[src/rtl/clear_array_rf.sv]
// Register-file array with a sequential bulk-clear engine sweeping
// CLR_PER_CYC entries per cycle; reset runs the same sweep automatically.
module clear_array_rf #(
    parameter int unsigned       DATA_W      = 8,
    parameter int unsigned       DEPTH       = 256,
    parameter int unsigned       ADDR_W      = $clog2(DEPTH),
    parameter int unsigned       CLR_PER_CYC = 4,
    parameter logic [DATA_W-1:0] CLR_VAL     = '0
) (
    input  logic              clk,
    input  logic              reset,
    input  logic              clr_req,
    output logic              clr_busy,
    output logic              clr_done,
    input  logic              wr_en,
    input  logic [ADDR_W-1:0] wr_addr,
    input  logic [DATA_W-1:0] wr_data,
    output logic              wr_ready,
    input  logic              rd_en,
    input  logic [ADDR_W-1:0] rd_addr,
    output logic [DATA_W-1:0] rd_data,
    output logic              rd_valid
);

    localparam int unsigned CLR_LOG = $clog2(CLR_PER_CYC);
    localparam int unsigned PTR_W   = (ADDR_W > CLR_LOG) ? ADDR_W - CLR_LOG : 1;
    localparam int unsigned LANE_W  = (CLR_LOG > 0) ? CLR_LOG : 1;
    localparam int unsigned GROUPS  = DEPTH / CLR_PER_CYC;
    localparam logic [PTR_W-1:0]  LAST_PTR  = PTR_W'(GROUPS - 1);
    localparam logic [ADDR_W-1:0] LANE_MASK = ADDR_W'(CLR_PER_CYC - 1);

    typedef enum logic {
        IDLE,
        CLEAR
    } state_t;

    state_t              state;
    state_t              state_d;
    logic [PTR_W-1:0]    clr_ptr;
    logic [PTR_W-1:0]    clr_ptr_d;
    logic                clr_done_d;

    // Storage organised as groups so one sweep cycle writes a whole group row
    logic [CLR_PER_CYC-1:0][DATA_W-1:0] mem [GROUPS];

    logic [PTR_W-1:0]  wr_group;
    logic [LANE_W-1:0] wr_lane;
    logic [PTR_W-1:0]  rd_group;
    logic [LANE_W-1:0] rd_lane;

    assign wr_group = PTR_W'(wr_addr >> CLR_LOG);
    assign wr_lane  = LANE_W'(wr_addr & LANE_MASK);
    assign rd_group = PTR_W'(rd_addr >> CLR_LOG);
    assign rd_lane  = LANE_W'(rd_addr & LANE_MASK);

    assign clr_busy = (state == CLEAR);
    assign wr_ready = ~clr_busy;

    // State register
    always_ff @(posedge clk) begin
        if (reset) begin
            state    <= CLEAR;
            clr_ptr  <= '0;
            clr_done <= 1'b0;
        end else begin
            state    <= state_d;
            clr_ptr  <= clr_ptr_d;
            clr_done <= clr_done_d;
        end
    end

    // Next-state logic
    always_comb begin
        state_d    = state;
        clr_ptr_d  = clr_ptr;
        clr_done_d = 1'b0;
        case (state)
            IDLE: begin
                if (clr_req) begin
                    state_d   = CLEAR;
                    clr_ptr_d = '0;
                end
            end
            CLEAR: begin
                if (clr_ptr == LAST_PTR) begin
                    state_d    = IDLE;
                    clr_ptr_d  = '0;
                    clr_done_d = 1'b1;
                end else begin
                    clr_ptr_d = clr_ptr + PTR_W'(1);
                end
            end
            default: state_d = IDLE;
        endcase
    end

    // Array storage: sweep owns the array while clearing, write port otherwise
    always_ff @(posedge clk) begin
        if (!reset) begin
            if (state == CLEAR) begin
                mem[clr_ptr] <= {CLR_PER_CYC{CLR_VAL}};
            end else if (wr_en) begin
                mem[wr_group][wr_lane] <= wr_data;
            end
        end
    end

    // Registered read port; reads during a sweep report the clear value
    always_ff @(posedge clk) begin
        if (reset) begin
            rd_valid <= 1'b0;
            rd_data  <= '0;
        end else begin
            rd_valid <= rd_en;
            if (rd_en) begin
                rd_data <= (state == CLEAR) ? CLR_VAL : mem[rd_group][rd_lane];
            end
        end
    end

endmodule

[config.mk]
export PLATFORM = sky130hd
export DESIGN_NAME = clear_array_rf
export DESIGN_NICKNAME = d
export VERILOG_FILES = /design/src/rtl/clear_array_rf.sv
export SDC_FILE = /design/constraint.sdc
export NUM_CORES = 2
export LEC_CHECK = 0
export CAP_MARGIN = 10
export CORE_UTILIZATION = 30
export DETAILED_ROUTE_END_ITERATION = 8
export DONT_BUFFER_PORTS = 1
export GPL_ROUTABILITY_DRIVEN = 1
export PLACE_DENSITY = 0.54
export SKIP_CTS_REPAIR_TIMING = 1
export SLEW_MARGIN = 25
export SYNTH_ARGS = -nofsm -noshare
export SYNTH_HDL_FRONTEND = slang
export SYNTH_SLANG_ARGS = --single-unit
[constraint.sdc]
create_clock -name clk -period 6.4 [get_ports clk]
set_input_delay 0.32 -clock clk [delete_from_list [all_inputs] [get_ports clk]]
set_output_delay 0.32 -clock clk [all_outputs]
set_load 0.03 [all_outputs]
==> results.md <==
- Min Tclk post-route: 4.22 ns
- FFs w/ async S/R, synth: 0
- Number of antenna violations at the first check in global routing: 17
- Total congestion overflow after global routing: 0
- Setup TNS: 0 ns
- Clock tree from TritonCTS: done
- Count of flip-flops with a built-in enable after synthesis: 2,048
- Die Span X: 521 um
- Global-route wire length before repair: 312 mm
- Average via count per standard cell: 5.17
- CTS sink cnt: 2,065
- Detailed Routing Iterations Pass 1: 6
- Layout filler cell count: 25,000
- Pin count of the biggest net entering global routing: 384
- Num ports: 41
- Chip Height: 521 um
- Cell internal pwr: 0.0218 W
- Number of flip-flops and latches in the synthesized netlist: 2,065
- Sequential Power Share: 0.534
- Static power due to leakage: 28.1 nW
- IO Port Bufs: 0
- Placement Cell Area: 84,700 um^2
- Portion of total power attributed to the clock network: 0.431
- Clock buffer count from CTS: 210
- Worst rel slew slack: 0.0258
- Smallest setup slack after layout: 2.18 ns
- Class of the most critical hold timing path: in -> reg
- Crit path launch type: flop
- Latest clock arrival within the worst-skew pair: 0.85 ns
- CP endpoint kind: flop
- Clock transition time at the flip-flop clock pins of the worst setup and hold paths: 0.06 ns
- Ratio of total power to cell area: 301 nW/um^2
- Main flop type after synthesis: sky130_fd_sc_hd__edfxtp_1
- Sequential cell area: 61,800 um^2
- Final-report max-slew violation count: 0
- Final RePlAce weighted congestion: 0.835
- Cells after DPL: 7,307
- Clock root buffer master: sky130_fd_sc_hd__clkbuf_16
- Row Count: 190
- Share of final-layout standard cells stronger than drive strength 1: 0.215
- Overall die area: 271,000 um^2
- Count of mapped cells out of synthesis: 3,904
- Number of nets with antenna violations after detailed routing: 0
- Total design power: 0.0275 W
- Setup Crit Path Kind: reg -> reg
- Clock buffer depth: 3
- Number of cells in the finished layout apart from fillers: 7,716
- Number of setup violations in the final report: 0
- Power dissipated by switching net loads: 0.00573 W
- Finished Cell Area: 91,500 um^2
- RSZ-0062 raised after global routing: false
- Routed Wire Length: 221 mm
- Commonest cells after routing, fill and taps aside: sky130_fd_sc_hd__edfxtp_1 (2,048), sky130_fd_sc_hd__mux4_2 (495), sky130_fd_sc_hd__nor2_1 (305)
- Vias in the first global route: 39,900
- Combinational share of power: 0.036
- Net count of the finished layout: 4,011
- Vias: 39,900
- Worst clock skew on the final layout: 0.0302 ns
- Signal arrival time at the worst endpoint: 4.68 ns
- Number of remaining DRC errors: 0
- Max VDD drop: 0.211 mV
- Required time of the worst setup path: 6.86 ns
- Area used by multi-input combinational logic: 17,700 um^2
- Area growth syn-to-layout: 13.4%
- Max Cap Violations: 0
- Max H-tree Level: 4
- Achievable frequency: 237 MHz
- Number of warnings reported in the yosys synthesis log: 0
- Post-synth design cell area: 80,700 um^2
- Detailed-route wire length per cell: 28.7 um
- Internal reg-to-reg setup slack: 2.18 ns
- Switching share of power: 0.208
- Syn Area/Cell: 20.7 um^2
- Outcome: complete, no violations
- Commonest non-fill, non-tap cell in the layout: sky130_fd_sc_hd__edfxtp_1
- Share of the cycle needed by the critical path after routing: 0.659
- Sequential cell area fraction in the yosys report: 0.766
- Starting utilization of the core area: 0.302
- Tightest Pin Transition: 1.46 ns
- Number of DRC violations after detailed-routing iteration 0: 4,518
- Worst-path maximum fanout: 18
- Worst slack after detailed placement: 1.90 ns
- Mapped Nets: 3,934
- GRT Total Usage: 0.161
- Synth cell types: 68
- Total half-perimeter wirelength after legalization and detailed placement: 131 mm
- Final hold violation count: 0
- Area of the core region: 268,000 um^2
cell type report:
| class | instances | share of cell area |
|---|---|---|
| clock buffer | 259 | 0.0603 |
| sequential | 2065 | 0.676 |
| multi-input combinational | 1608 | 0.193 |
| tap | 3552 | 0.0485 |
| antenna | 15 | 0.000410 |
| timing repair buffer | 87 | 0.0106 |
| inverter | 9 | 0.000451 |
| clock inverter | 121 | 0.0113 |
power by group through the flow:
stage                     Clock (W)  Combinational [W]  Sequential (W)
after floorplan                   0           0.000675          0.0150
after global placement            0           0.000809          0.0150
after detailed placement          0           0.000909          0.0150
after CTS                    0.0120           0.000913          0.0147
after global routing         0.0125            0.00101          0.0147
final                        0.0118           0.000981          0.0147
worst max-delay path: stages (launching register included):
cell and delay (ns):
sky130_fd_sc_hd__dfxtp_1 0.31, sky130_fd_sc_hd__nor2_1 0.10, sky130_fd_sc_hd__buf_4 0.21, sky130_fd_sc_hd__and2_1 0.61, sky130_fd_sc_hd__mux2_2 0.48, sky130_fd_sc_hd__nor2_1 0.69, sky130_fd_sc_hd__nand2_1 0.60, sky130_fd_sc_hd__nor2_1 0.83
sequential cells by signal (all words and copies together), names as in the netlist:
signal,cells
rd_data,8
clr_done,1
mem,2048
rd_valid,1
clr_busy,1
clr_ptr,6
worst paths after layout:
| kind | start | endpoint | depth (start not counted) |
|---|---|---|---|
| worst max-delay path | clr_busy | mem[0][3] | 7 |
| worst min-delay path | wr_data[3] | mem[37][11] | 1 |
| worst max register to register | clr_busy | mem[0][3] | 7 |
| worst min register to register | clr_ptr[4] | clr_ptr[4] | 2 |
cell families (layout without fill, tap and decap cells):
family | Yosys count | count (layout) | share of synthesized area
AO/OA/AOI/OAI | 270 | 270 | 0.0234
adder cells (fa/ha/maj) | 1 | 1 | 0.000155
buffers and inverters | 231 | 476 | 0.0161
flip-flops | 2065 | 2065 | 0.766
multiplexers | 660 | 660 | 0.159
other | 0 | 15 | 0
AND/OR/NAND/NOR | 677 | 677 | 0.0355
stage by stage:
| step | utilization | hold slack (ns) |
|---|---|---|
| finish | 0.342 | 0.0144 |
| global route | 0.342 | 0.00532 |
| CTS | 0.341 | -0.532 |
| detailed placement | 0.317 | 0.396 |
| global placement | 0.316 | 0.394 |
| floorplan | - | 0.448 |
cell usage after synthesis, types with 6 or more instances:
cell type,count,area share
sky130_fd_sc_hd__o21ai_0,31,0.0019
sky130_fd_sc_hd__nor4_1,7,0.00054
sky130_fd_sc_hd__mux2i_1,144,0.018
sky130_fd_sc_hd__buf_4,40,0.0037
sky130_fd_sc_hd__nand4_1,8,0.00062
sky130_fd_sc_hd__a31oi_1,21,0.0016
sky130_fd_sc_hd__o311ai_0,8,0.00087
sky130_fd_sc_hd__nand2b_1,10,0.00077
sky130_fd_sc_hd__buf_2,59,0.0037
sky130_fd_sc_hd__dfxtp_1,17,0.0042
sky130_fd_sc_hd__a22oi_1,20,0.0019
sky130_fd_sc_hd__a22o_1,7,0.00076
sky130_fd_sc_hd__and3_1,22,0.0017
sky130_fd_sc_hd__nor3_1,27,0.0017
sky130_fd_sc_hd__buf_8,7,0.0013
sky130_fd_sc_hd__and2_1,14,0.0011
sky130_fd_sc_hd__a311oi_1,16,0.0017
sky130_fd_sc_hd__nand3_1,40,0.0025
sky130_fd_sc_hd__buf_1,21,0.00098
sky130_fd_sc_hd__a211oi_1,14,0.0013
sky130_fd_sc_hd__nor2_1,309,0.014
sky130_fd_sc_hd__mux4_2,495,0.14
sky130_fd_sc_hd__o22ai_1,27,0.0021
sky130_fd_sc_hd__clkbuf_1,79,0.0037
sky130_fd_sc_hd__nor2b_1,6,0.00046
sky130_fd_sc_hd__buf_6,15,0.0021
sky130_fd_sc_hd__nand2_1,212,0.0099
sky130_fd_sc_hd__o221ai_1,23,0.0025
sky130_fd_sc_hd__a21oi_1,47,0.0029
sky130_fd_sc_hd__edfxtp_1,2048,0.76
sky130_fd_sc_hd__mux2_2,21,0.0029
sky130_fd_sc_hd__a221oi_1,7,0.00076
metal layers:
layer | vias up | GRT usage | part of all wire
li1 | 16400 | - | -
met1 | 21700 | 0.223 | 0.43
met2 | 1592 | 0.257 | 0.48
met3 | 313 | 0.0267 | 0.066
met4 | 2 | 0.0515 | 0.030
met5 | - | 0 | 0.000032
Power figures use the tool's default switching activity.
